File: src/rtl/gfx_pkg.sv
// Shared graphics-path definitions: default screen geometry, pixel field widths
// and the pixel-port arbiter state encoding.
package gfx_pkg;

    localparam int unsigned X_W_DEF   = 9;
    localparam int unsigned Y_W_DEF   = 9;
    localparam int unsigned C_W_DEF   = 3;
    localparam int unsigned H_MAX_DEF = 160;
    localparam int unsigned V_MAX_DEF = 120;

    typedef enum logic {
        IDLE = 1'b0,
        OWN  = 1'b1
    } arb_state_e;

endpackage

File: src/rtl/rr_picker.sv
// Combinational round-robin picker: first set req bit searching upward from ptr+1,
// wrapping modulo N. Returns one-hot winner, its index and whether any bit was set.
module rr_picker #(
    parameter int N = 2
) (
    input  logic [N-1:0] req,
    input  logic [1:0]   ptr,
    output logic [N-1:0] win,
    output logic [1:0]   win_idx,
    output logic         found
);

    always_comb begin
        win     = '0;
        win_idx = ptr;
        found   = 1'b0;
        // Outer loop walks priority order, inner loop keeps every bit select constant.
        for (int k = 0; k < N; k++) begin
            for (int j = 0; j < N; j++) begin
                if (!found && req[j] && (((int'(ptr) + 1 + k) % N) == j)) begin
                    found      = 1'b1;
                    win[j]     = 1'b1;
                    win_idx    = 2'(j);
                end
            end
        end
    end

endmodule

File: src/rtl/pixel_write_arbiter.sv
// Shares the VGA pixel-write port among NREQ drawing engines: round-robin burst
// ownership, screen clipping, stall timeout and status counters.
//
//   state | meaning
//   IDLE  | no owner; pick next requester round-robin from owner_id+1
//   OWN   | one requester holds the port and streams pixels until release
module pixel_write_arbiter
    import gfx_pkg::*;
#(
    parameter int          NREQ    = 2,
    parameter int          X_W     = X_W_DEF,
    parameter int          Y_W     = Y_W_DEF,
    parameter int          C_W     = C_W_DEF,
    parameter int unsigned H_MAX   = H_MAX_DEF,
    parameter int unsigned V_MAX   = V_MAX_DEF,
    parameter int unsigned TIMEOUT = 1023
) (
    input  logic                clk,
    input  logic                reset,
    input  logic [NREQ-1:0]     req,
    input  logic [NREQ-1:0]     pix_valid,
    input  logic [NREQ-1:0]     last,
    input  logic [NREQ*X_W-1:0] pix_x,
    input  logic [NREQ*Y_W-1:0] pix_y,
    input  logic [NREQ*C_W-1:0] pix_color,
    input  logic                clr_status,
    output logic [NREQ-1:0]     gnt,
    output logic                busy,
    output logic [1:0]          owner_id,
    output logic [X_W-1:0]      vga_x,
    output logic [Y_W-1:0]      vga_y,
    output logic [C_W-1:0]      vga_color,
    output logic                vga_write,
    output logic [15:0]         drop_count,
    output logic                timeout_flag
);

    localparam int TMR_W = $clog2(TIMEOUT + 1);

    arb_state_e       state_q, state_d;
    logic [NREQ-1:0]  gnt_q, gnt_d;
    logic [1:0]       owner_q, owner_d;
    logic [X_W-1:0]   vga_x_q, vga_x_d;
    logic [Y_W-1:0]   vga_y_q, vga_y_d;
    logic [C_W-1:0]   vga_color_q, vga_color_d;
    logic             vga_write_q, vga_write_d;
    logic [15:0]      drop_q, drop_d;
    logic             tflag_q, tflag_d;
    logic [TMR_W-1:0] timer_q, timer_d;

    logic [NREQ-1:0]  pick_win;
    logic [1:0]       pick_idx;
    logic             pick_found;

    logic             o_req, o_valid, o_last;
    logic [X_W-1:0]   o_x;
    logic [Y_W-1:0]   o_y;
    logic [C_W-1:0]   o_c;
    logic             in_bounds, drop_evt, tout_evt;

    rr_picker #(.N(NREQ)) u_picker (
        .req     (req),
        .ptr     (owner_q),
        .win     (pick_win),
        .win_idx (pick_idx),
        .found   (pick_found)
    );

    // The one-hot grant doubles as the owner select; other requesters are invisible.
    always_comb begin
        o_req   = 1'b0;
        o_valid = 1'b0;
        o_last  = 1'b0;
        o_x     = '0;
        o_y     = '0;
        o_c     = '0;
        for (int i = 0; i < NREQ; i++) begin
            if (gnt_q[i]) begin
                o_req   = req[i];
                o_valid = pix_valid[i];
                o_last  = last[i];
                o_x     = pix_x[i*X_W +: X_W];
                o_y     = pix_y[i*Y_W +: Y_W];
                o_c     = pix_color[i*C_W +: C_W];
            end
        end
    end

    assign in_bounds = (32'(o_x) < H_MAX) && (32'(o_y) < V_MAX);

    always_comb begin
        state_d     = state_q;
        gnt_d       = gnt_q;
        owner_d     = owner_q;
        vga_x_d     = vga_x_q;
        vga_y_d     = vga_y_q;
        vga_color_d = vga_color_q;
        vga_write_d = 1'b0;
        drop_d      = drop_q;
        tflag_d     = tflag_q;
        timer_d     = timer_q;
        drop_evt    = 1'b0;
        tout_evt    = 1'b0;

        case (state_q)
            IDLE: begin
                timer_d = '0;
                if (pick_found) begin
                    state_d = OWN;
                    gnt_d   = pick_win;
                    owner_d = pick_idx;
                end
            end
            OWN: begin
                if (o_valid) begin
                    timer_d = '0;
                    if (in_bounds) begin
                        vga_write_d = 1'b1;
                        vga_x_d     = o_x;
                        vga_y_d     = o_y;
                        vga_color_d = o_c;
                    end else begin
                        drop_evt = 1'b1;
                    end
                end else begin
                    timer_d = timer_q + TMR_W'(1);
                end
                // A falling req on the terminal idle cycle is a normal release, not a revoke.
                tout_evt = o_req && !o_valid && (timer_q == TMR_W'(TIMEOUT - 1));
                if ((o_valid && o_last) || !o_req || tout_evt) begin
                    state_d = IDLE;
                    gnt_d   = '0;
                end
            end
            default: begin
                state_d = IDLE;
                gnt_d   = '0;
            end
        endcase

        if (clr_status) begin
            drop_d  = '0;
            tflag_d = 1'b0;
        end else begin
            if (drop_evt && (drop_q != 16'hFFFF)) drop_d = drop_q + 16'd1;
            if (tout_evt) tflag_d = 1'b1;
        end
    end

    always_ff @(posedge clk or negedge reset) begin
        if (!reset) begin
            state_q     <= IDLE;
            gnt_q       <= '0;
            owner_q     <= 2'(NREQ - 1);
            vga_x_q     <= '0;
            vga_y_q     <= '0;
            vga_color_q <= '0;
            vga_write_q <= 1'b0;
            drop_q      <= '0;
            tflag_q     <= 1'b0;
            timer_q     <= '0;
        end else begin
            state_q     <= state_d;
            gnt_q       <= gnt_d;
            owner_q     <= owner_d;
            vga_x_q     <= vga_x_d;
            vga_y_q     <= vga_y_d;
            vga_color_q <= vga_color_d;
            vga_write_q <= vga_write_d;
            drop_q      <= drop_d;
            tflag_q     <= tflag_d;
            timer_q     <= timer_d;
        end
    end

    assign gnt          = gnt_q;
    assign busy         = (state_q == OWN);
    assign owner_id     = owner_q;
    assign vga_x        = vga_x_q;
    assign vga_y        = vga_y_q;
    assign vga_color    = vga_color_q;
    assign vga_write    = vga_write_q;
    assign drop_count   = drop_q;
    assign timeout_flag = tflag_q;

endmodule

File: config.mk
export PLATFORM = sky130hd
export DESIGN_NAME = pixel_write_arbiter
export DESIGN_NICKNAME = d
export VERILOG_FILES = /design/src/rtl/gfx_pkg.sv /design/src/rtl/rr_picker.sv /design/src/rtl/pixel_write_arbiter.sv
export SDC_FILE = /design/constraint.sdc
export NUM_CORES = 1
export LEC_CHECK = 0
export CAP_MARGIN = 20
export CORE_MARGIN = 2
export CORE_UTILIZATION = 45
export CTS_BUF_LIST = sky130_fd_sc_hd__clkbuf_8
export CTS_CLUSTER_DIAMETER = 40
export CTS_CLUSTER_SIZE = 14
export DETAILED_ROUTE_END_ITERATION = 7
export GPL_ROUTABILITY_DRIVEN = 0
export PLACE_DENSITY = 0.79
export SLEW_MARGIN = 20
export SYNTH_ARGS = -nofsm -noshare
export SYNTH_HDL_FRONTEND = slang
export SYNTH_SLANG_ARGS = --single-unit
File: constraint.sdc
create_clock -name clk -period 2.7 [get_ports clk]
set_input_delay 0.27 -clock clk [delete_from_list [all_inputs] [get_ports clk]]
set_output_delay 0.27 -clock clk [all_outputs]
set_load 0.02 [all_outputs]
# Yosys cells after proc, flatten, opt, wreduce, memory -nomap -nowiden
# Index checks and enable logic that the tools add are counted.
# totals
elab_cells,94
ff_bits,54
# op_classes
n_addsub,4
reduce_logical,27
bitwise,3
order_cmp,2
eq_ne,6
mux,42
# ops
operator,count
32-bit logical NOT,2
9-bit two-way mux,4
32-bit by 2-bit adder with 32-bit output (second input constant),1
16-bit two-way mux,2
1-bit two-way mux,24
10-bit one-hot mux with 2 select lines,1
16-bit by 1-bit adder with 16-bit output (second input constant),1
16-bit != test (second input constant),1
1-bit logical AND,12
2-bit two-way mux,6
10-bit by 1-bit adder with 10-bit output (second input constant),1
10-bit equality test (second input constant),1
10-bit two-way mux,1
9-bit by 7-bit less-than comparator with 1-bit output (second input constant),1
9-bit by 8-bit less-than comparator with 1-bit output (second input constant),1
3-bit two-way mux,2
3-bit AND reduction,2
1-bit logical NOT,5
2-bit equality test (second input constant),2
2-bit one-hot mux with 2 select lines,1
2-bit nonzero test,2
4-bit nonzero test,1
2-bit by 1-bit adder with 3-bit output (second input constant),1
1-bit logical OR,2
other kinds (7),7

# Depth between registers and ports, before layout
# Gate-level depths: netlist of run 1.
# depth
depth_word,19
mapped_depth,8

# Cells and area by module
# Synthesis of run 1 repeated with hierarchy kept, for this count alone.
# unflattened
hier_cells,288
hier_area_um2,2763.9
# by_module_without_submodules
mod,instances,area_per_inst_um2,cells_per_inst
pixel_write_arbiter,1,2715.1,280
rr_picker,1,48.8,8

# Worst setup path before layout of run 1
# OpenSTA, ideal clock, no wires.
# synth_path
kind,register -> register
from,"reg gnt_q[0], in the netlist gnt[0]"
to,"reg vga_x_q[7], in the netlist vga_x[7]"
path_stages_with_launch,7
setup_slack_ns,0.644
t_arrival_ns,1.932
synth_period_minus_slack_ns,2.056
setup_ns,0.125
required_ns,2.575
n_path_buf,2
cell_sequence,dfrtp_1 > and2b_1 > buf_6 > a22o_4 > a2111oi_4 > buf_4 > mux2_2
# synth_via
elab_chain_cells,5
elab_cells_between_ends,10
classes_between,2 x order compare; 6 x mux; 2 x reduce/logical
# synth_lines
element,line_no,text
from (decl),pixel_write_arbiter.sv:41,"logic [NREQ-1:0] gnt_q, gnt_d;"
from (signal assigned),pixel_write_arbiter.sv:164,gnt_q <= gnt_d;
9-bit two-way mux (2 in series),pixel_write_arbiter.sv:78,if (gnt_q[i]) begin
9-bit by 8-bit less-than comparator with 1-bit output / 9-bit by 7-bit less-than comparator with 1-bit output (equally long branches),pixel_write_arbiter.sv:89,assign in_bounds = (32'(o_x) < H_MAX) && (32'(o_y) < V_MAX);
1-bit logical AND,pixel_write_arbiter.sv:89,
3-bit AND reduction (no source line),-,
to (signal assigned),pixel_write_arbiter.sv:166,vga_x_q <= vga_x_d;
to (decl),pixel_write_arbiter.sv:43,"logic [X_W-1:0] vga_x_q, vga_x_d;"
# Several ways; a longest one is shown, not always the timed one.
# A chain may end at the register's enable or synchronous reset.

# Worst setup path in the final report of run 1
# layout_path
from,"reg gnt_q[1], in the netlist gnt[1]"
to,"reg drop_q[12], in the netlist drop_count[12]"
# layout_via
elab_chain_cells,8
elab_cells_between_ends,11
classes_between,2 x order compare; 6 x mux; 3 x reduce/logical
# layout_lines
element,line_no,text
9-bit two-way mux,pixel_write_arbiter.sv:78,
9-bit by 8-bit less-than comparator with 1-bit output / 9-bit by 7-bit less-than comparator with 1-bit output (equally long branches),pixel_write_arbiter.sv:89,
1-bit logical AND,pixel_write_arbiter.sv:89,
1-bit two-way mux,pixel_write_arbiter.sv:117,if (in_bounds) begin
1-bit two-way mux (*),pixel_write_arbiter.sv:115,if (o_valid) begin
1-bit two-way mux (*),pixel_write_arbiter.sv:105,case (state_q)
1-bit logical AND (*),pixel_write_arbiter.sv:145,if (drop_evt && (drop_q != 16'hFFFF)) drop_d = drop_q + 16'd1;
2-bit nonzero test (no source line) (*),-,
to (signal assigned),pixel_write_arbiter.sv:170,drop_q <= drop_d;
to (decl),pixel_write_arbiter.sv:47,"logic [15:0] drop_q, drop_d;"
# Every way passes the cells marked *; elsewhere a longest branch is shown, timed or not.

==> metrics.md, run 1 <==
| Metric | Value |
|---|---|
| Outcome | `finished, final reports clean` |
| Sequential power share | `37.1%` |
| DPL Wire Length | `5130 um` |
| Clk Latency, worst-skew pair | `310 ps` |
| EDFF count, synth | `0` |
| Layout Nets | `424` |
| RSZ-0062 raised after global routing | `no` |
| Routed Antenna Nets | `0` |
| ANT cells | `0` |
| CP endpoint kind | `flip-flop` |
| Total area of sequential cells | `1330 sq um` |
| CTS Sinks | `53` |
| Drt first pass iters | `4` |
| CTS Root Cell | `clkbuf_8` |
| Leak | `1.51 nW` |
| Routed WL | `6940 um` |
| Fin crit share | `86.4%` |
| Die height | `82.4 um` |
| Layout area overhead | `37.9%` |
| Die width | `82.4 um` |
| Yosys cell types | `51` |
| Initial DRC count | `111` |
| IO buf count | `93` |
| H-tree depth | `2` |
| CP Max Fanout | `29` |
| Maxcap violations | `0` |
| I/O Pins | `95` |
| Fin Clk Skew | `9.19 ps` |
| Register area share after synthesis | `48.0%` |
| Switching share of power | `40.1%` |
| Multi-input logic area | `1320 sq um` |
| Min-Delay Path Class | `in2async` |
| Max IR drop VDD | `602 uV` |
| TNS Setup | `0 ps` |
| CTS buffer count | `5` |
| DRC | `0` |
| Comb power frac | `48.5%` |
| Grt ovf | `0` |
| Synth Flop Type | `dfrtp_1` |
| Internal cell power | `0.00187 W` |
| Pin count of the biggest net entering global routing | `54` |
| Die area | `6790 sq um` |
| Mapped Cells | `281` |
| Post-CTS sizing | `0` |
| First-pass GRT wire length | `10700 um` |
| CP startpoint kind | `flip-flop` |
| Synthesized area | `2770 sq um` |
| Rows | `28` |
| Layout cells sized above 1 | `7.82%` |
| CTS clock-pin slew for the worst setup and hold paths | `90 ps` |
| Hold WS | `75.6 ps` |
| Final min period | `2330 ps` |
| P per Cell Area | `817 nW/um^2` |
| Clock power share | `14.4%` |
| Via density per instance | `5.59` |
| Slew HR | `55.5%` |
| Filler instances | `503` |
| Syn_nets | `335` |
| Required time of the critical path | `2900 ps` |
| Wire per inst | `15.6 um` |
| Yosys warns | `0` |
| Vias in the first global route | `2229` |
| Vias | `2495` |
| Initial antenna violation count | `0` |
| # setup viols final | `0` |
| Cts hold-fix bufs | `0` |
| Max clock buf depth | `2` |
| Data arrival time of the critical path | `2540 ps` |
| Actual slew at the worst max-slew pin | `667 ps` |
| FMAX | `429 MHz` |
| Flops & latches, synth | `53` |
| Max Slew Vio Count | `0` |
| Crit path kind | `reg2reg` |
| Async set or reset register ratio after synthesis | `100%` |
| Core footprint | `5920 sq um` |
| P_sw | `0.00125 W` |
| Post-CTS Setup Repair Bufs | `0` |
| TritonCTS clock tree | `done` |
| Mean Syn Cell Area | `9.85 sq um` |
| Final Hold Fails | `0` |
| Initial core utilization | `46.7%` |
| Overall routing resource usage | `20.6%` |
==> worst paths after layout <==
check	startpoint	to	slack, ps	cells past startpoint
min in group clk	vga_y[8]$_DFFE_PN0P_	vga_y[8]$_DFFE_PN0P_	510	1
hold / removal	reset	drop_count[11]$_DFFE_PN0P_	80	2
max in group asynchronous	reset	timer_q[6]$_DFF_PN0_	2180	2
setup / recovery	gnt[1]$_DFFE_PN0P_	drop_count[12]$_DFFE_PN0P_	370	6
setup reg to reg	gnt[1]$_DFFE_PN0P_	drop_count[12]$_DFFE_PN0P_	370	6
hold reg to reg	vga_y[8]$_DFFE_PN0P_	vga_y[8]$_DFFE_PN0P_	510	1
==> cells in the mapped netlist (4+ instances only) <==
cell,n,area (sq um)
nor2b_1,7,43.8
o21ai_0,9,45.0
clkbuf_1,7,26.3
nand2_1,13,48.8
nor2_1,34,128
a22o_1,4,35.0
or3_1,8,50.1
or4_1,8,60.1
nand3_1,10,50.1
and4_1,4,35.0
a21oi_1,31,155
dfrtp_1,52,1300
xor2_1,5,43.8
a22oi_1,16,120
buf_4,5,37.5
nand4_1,6,37.5
o31ai_1,9,67.6
==> metrics by stage <==
stage | area, sq um | instances | util [%] | setup WS [ps] | total power, W
finish | 3820 | 446 | 64.5 | 367 | 0.00312
detailed placement | 3730 | 438 | 63.0 | 323 | 0.00268
floorplan | 2770 | 281 | - | 644 | 0.00211
global placement | 3730 | 438 | 63.0 | 374 | 0.00265
CTS | 3820 | 446 | 64.5 | 356 | 0.00314
global route | 3820 | 446 | 64.5 | 277 | 0.00332
==> cell usage in the layout, fill, tap and decap left out, types with 2 or more instances in the layout <==
cell type | Yosys | routed
a22oi_1 | 16 | 16
and4_1 | 4 | 4
xor2_1 | 5 | 5
nand4_1 | 6 | 6
and3_1 | 3 | 3
o211ai_1 | 3 | 3
o31ai_1 | 9 | 9
nor2_1 | 34 | 34
ha_1 | 3 | 3
buf_4 | 5 | 7
a21oi_1 | 31 | 31
o22ai_1 | 2 | 2
nand2_1 | 13 | 13
dfrtp_1 | 52 | 52
or3_1 | 8 | 8
nor2b_1 | 7 | 7
or4_1 | 8 | 8
nand3_1 | 10 | 10
clkbuf_8 | 0 | 6
a31oi_1 | 2 | 2
clkdlybuf4s50_1 | 0 | 92
a22o_1 | 4 | 4
o21ai_2 | 3 | 3
nand2b_1 | 2 | 2
o21ai_0 | 9 | 9
mux2_2 | 3 | 3
inv_1 | 3 | 5
==> per-layer routing <==
metal	share of wire [%]	track usage [%]	wire length, um
met5	0	0	0
met4	1.9	9.00	134
met3	3.9	3.26	268
met2	51	32.8	3580
met1	43	27.7	2970
==> critical path: stages (launching register included) <==
cell and delay, ps:
dfrtp_1 500, and2b_1 380, a22o_1 290, a211oi_2 100
buf_4 220, nor4b_1 360, mux2_2 370
==> layout make-up <==
class                           instances  area share (%)
Sequential cell                        53            34.8
Clock buffer                            6            2.16
Clock inverter                          2           0.197
Tap cell                               75            2.46
Inverter                                3           0.295
Timing Repair Buffer                  100            25.6
Multi-Input combinational cell        207            34.5
==> power groups by stage <==
| stage | clock [W] | sequential [W] | combinational (W) |
|---|---|---|---|
| floorplan | 0 | 0.00136 | 0.000758 |
| global placement | 0 | 0.00116 | 0.00148 |
| detailed placement | 0 | 0.00117 | 0.00151 |
| CTS | 0.000464 | 0.00116 | 0.00152 |
| global route | 0.000501 | 0.00119 | 0.00163 |
| finish | 0.000449 | 0.00116 | 0.00151 |
==> cell families after synthesis <==
group                    Yosys count  share of synthesized area [%]
AO/OA/AOI/OAI                     89                           22.2
adder cells (fa/ha/maj)            3                           1.36
multiplexers                       4                           1.63
AND/OR/NAND/NOR                  104                           20.3
other                              1                          0.135
flip-flops                        53                           48.0
XOR/XNOR                           6                           1.90
buffers and inverters             21                           4.48
==> sequential cells by signal, summed over array words and instances, names as in the netlist <==
register	count
vga_x	9
vga_y	9
owner_id	1
gnt	2
vga_color	3
busy	1
vga_write	1
timeout_flag	1
drop_count	16
timer_q	10
(Power assumes the default switching activity.)
==> run 2: changes to the inputs <==
--- a/config.mk
+++ b/config.mk
@@ -5,7 +5,6 @@
 export SDC_FILE = /design/constraint.sdc
 export NUM_CORES = 1
 export LEC_CHECK = 0
-export CAP_MARGIN = 20
 export CORE_MARGIN = 2
 export CORE_UTILIZATION = 45
 export CTS_BUF_LIST = sky130_fd_sc_hd__clkbuf_8
==> results of run 2 <==
No change in the layout: final DEF, timing and power equal those of run 1.
==> RTL edit, RTL diff (settings of run 1) <==
`Y_W_DEF`: 9 -> 18.
--- a/src/rtl/gfx_pkg.sv
+++ b/src/rtl/gfx_pkg.sv
@@ -5,3 +5,3 @@
     localparam int unsigned X_W_DEF   = 9;
-    localparam int unsigned Y_W_DEF   = 9;
+    localparam int unsigned Y_W_DEF   = 18;
     localparam int unsigned C_W_DEF   = 3;
Interface: changed (resized pix_y and vga_y); port bits go from 95 to 122. No check against the original RTL was run, so the function may have changed too.
==> RTL edit against run 1 <==
- wire length is 13% higher
- area after synthesis is 10% higher
- design area is 19% higher
- sequential cell count is 9 higher
- die area is 9.6% higher
- clock skew hardly changed
- sequential share of layout area is 0.56 points lower
- count of clock-buffer cells in the layout is 4 higher
- power is 14% higher
- setup slack better by 0.066 ns
- largest cell class unchanged
- largest power group unchanged
==> RTL edit: results (changes against run 1) <==
\begin{tabular}{lr}
\hline
Metric & Value \\
\hline
\multicolumn{2}{l}{\textbf{Outcome}} \\
Outcome & completed (unchanged) \\
\multicolumn{2}{l}{\textbf{Critical path}} \\
Maximum net fanout on the critical path & 12 (was 29) \\
Worst reg2reg path endpoint & drop\_count[4]\$\_DFFE\_PN0P\_ (was drop\_count[12]\$\_DFFE\_PN0P\_) \\
R2R setup slack & 0.43 ns (was 0.37 ns) \\
Number of cells traversed by the worst register-to-register path & 7 (was 6) \\
Worst path max stage delay & 0.53 ns (was 0.50 ns) \\
\multicolumn{2}{l}{\textbf{Route}} \\
Wire length after detailed routing & 7.88 mm (was 6.94 mm) \\
Total number of vias & 2701 (was 2495) \\
Detailed router's first-iteration violation count & 185 (was 111) \\
\multicolumn{2}{l}{\textbf{Clocking}} \\
Clock slew at the register clock pins of the worst setup and hold paths & 0.07 ns (was 0.09 ns) \\
Clock latency at the later pin of the worst-skew pair & 0.33 ns (was 0.31 ns) \\
TritonCTS Buffers & 9 (was 5) \\
H-Tree Depth & 3 (was 2) \\
\multicolumn{2}{l}{\textbf{STA}} \\
Hold Slack & 0.0802 ns (was 0.0756 ns) \\
Fin Clk Skew & 0.00913 ns (was 0.00919 ns) \\
\multicolumn{2}{l}{\textbf{Placement}} \\
Number of buffers added on ports & 120 (was 93) \\
Detailed placer's ending HPWL & 5.83 mm (was 5.13 mm) \\
Place WS & 0.263 ns (was 0.323 ns) \\
\multicolumn{2}{l}{\textbf{Pwr}} \\
Worst supply voltage drop on vdd & 531 µV (was 602 µV) \\
\multicolumn{2}{l}{\textbf{Logic synthesis}} \\
Flip-flop and latch count after synthesis & 62 (was 53) \\
Cell types with the highest counts after synthesis & sky130\_fd\_sc\_hd\_\_dfrtp\_1, sky130\_fd\_sc\_hd\_\_nor2\_1, sky130\_fd\_sc\_hd\_\_mux2\_2 (was sky130\_fd\_sc\_hd\_\_dfrtp\_1, sky130\_fd\_sc\_hd\_\_nor2\_1, sky130\_fd\_sc\_hd\_\_a21oi\_1) \\
Net Count, Synth & 358 (was 335) \\
Fraction of the yosys area taken by sequential cells & 0.509 (was 0.480) \\
Leading cell types by total area after synthesis & sky130\_fd\_sc\_hd\_\_dfrtp\_1, sky130\_fd\_sc\_hd\_\_mux2\_2, sky130\_fd\_sc\_hd\_\_a22o\_1, sky130\_fd\_sc\_hd\_\_nor2\_1, sky130\_fd\_sc\_hd\_\_and2\_1 (was sky130\_fd\_sc\_hd\_\_dfrtp\_1, sky130\_fd\_sc\_hd\_\_a21oi\_1, sky130\_fd\_sc\_hd\_\_nor2\_1, sky130\_fd\_sc\_hd\_\_a22oi\_1, sky130\_fd\_sc\_hd\_\_o31ai\_1) \\
\multicolumn{2}{l}{\textbf{Final layout}} \\
Largest register FFs & 18 (was 16) \\
Total number of nets in the final design & 483 (was 424) \\
Fraction of final layout cells with drive strength greater than 1 & 0.127 (was 0.0782) \\
\multicolumn{2}{l}{\textbf{Global route}} \\
First-pass GRT wire length & 12.5 mm (was 10.7 mm) \\
Maximum number of pins on one net before global-route repair & 63 (was 54) \\
\hline
\end{tabular}
RTL edit: cell types whose count changed in the layout (fill, tap and decap cells not counted), moves of 9 or more:
cell | before | now
sky130_fd_sc_hd__a22oi_1 | 16 | 2
sky130_fd_sc_hd__dfrtp_1 | 52 | 61
sky130_fd_sc_hd__a22o_1 | 4 | 17
sky130_fd_sc_hd__and2_1 | 0 | 13
sky130_fd_sc_hd__clkdlybuf4s50_1 | 92 | 119
sky130_fd_sc_hd__nor2_1 | 34 | 24
sky130_fd_sc_hd__a21oi_1 | 31 | 13
sky130_fd_sc_hd__mux2_2 | 3 | 22
RTL edit: cells by family after synthesis:
| logic type | after synthesis | share of synthesized area |
|---|---|---|
| compound gates | 58 | 0.142 |
| xor+xnor | 7 | 0.0201 |
| fa+ha+maj | 3 | 0.0123 |
| buf+inv | 21 | 0.0316 |
| flops | 62 | 0.509 |
| mux | 24 | 0.0878 |
| other cells | 1 | 0.00123 |
| simple gates | 110 | 0.196 |
RTL edit: power breakdown:
part	total [W]	internal [W]	switching, W
clock network	0.000837	0.000456	0.000381
registers	0.00125	0.00111	0.000146
logic	0.00147	0.000717	0.000755
RTL edit: final cells by class:
class | instances | area, µm²
clock buffer | 10 | 138
clock inverter | 6 | 70.1
fill | 521 | 1920
inverter | 7 | 26.3
multi-input combinational | 203 | 1400
sequential | 62 | 1550
tap | 77 | 96.3
timing repair buffer | 128 | 1260
RTL edit: worst register-to-register path, cell delays in order, from the launching register on:
cell and delay [ns]:
sky130_fd_sc_hd__dfrtp_1 0.49, sky130_fd_sc_hd__buf_4 0.20, sky130_fd_sc_hd__nor2b_4 0.20, sky130_fd_sc_hd__a22oi_2 0.16, sky130_fd_sc_hd__nor2_4 0.18, sky130_fd_sc_hd__nand2_1 0.26
sky130_fd_sc_hd__or4_1 0.53, sky130_fd_sc_hd__a21oi_1 0.15
RTL edit: per-layer routing:
metal  wire length, µm  vias to the layer above  part of all wire  track usage
met2              3790                       95              0.48        0.346
met3               579                        7             0.074       0.0667
li1                  -                     1293                 -            -
met4                74                        0            0.0094       0.0511
met1              3440                     1306              0.44        0.283
met5                 0                        -                 0            0
RTL edit: through the flow:
stage | total power (W) | cells
floorplan | 0.00212 | 286
global placement | 0.00271 | 477
detailed placement | 0.00275 | 477
CTS | 0.00360 | 493
global route | 0.00377 | 493
finish | 0.00356 | 493
RTL edit: worst max path at each step:
stage                                      to  slack [ns]  cells after the start
finish              drop_count[4]$_DFFE_PN0P_        0.43                      7
global placement    drop_count[0]$_DFFE_PN0P_        0.32                      8
floorplan           drop_count[6]$_DFFE_PN0P_        0.68                      7
global route        drop_count[8]$_DFFE_PN0P_        0.29                      7
CTS                 drop_count[6]$_DFFE_PN0P_        0.43                      7
detailed placement  drop_count[0]$_DFFE_PN0P_        0.26                      8
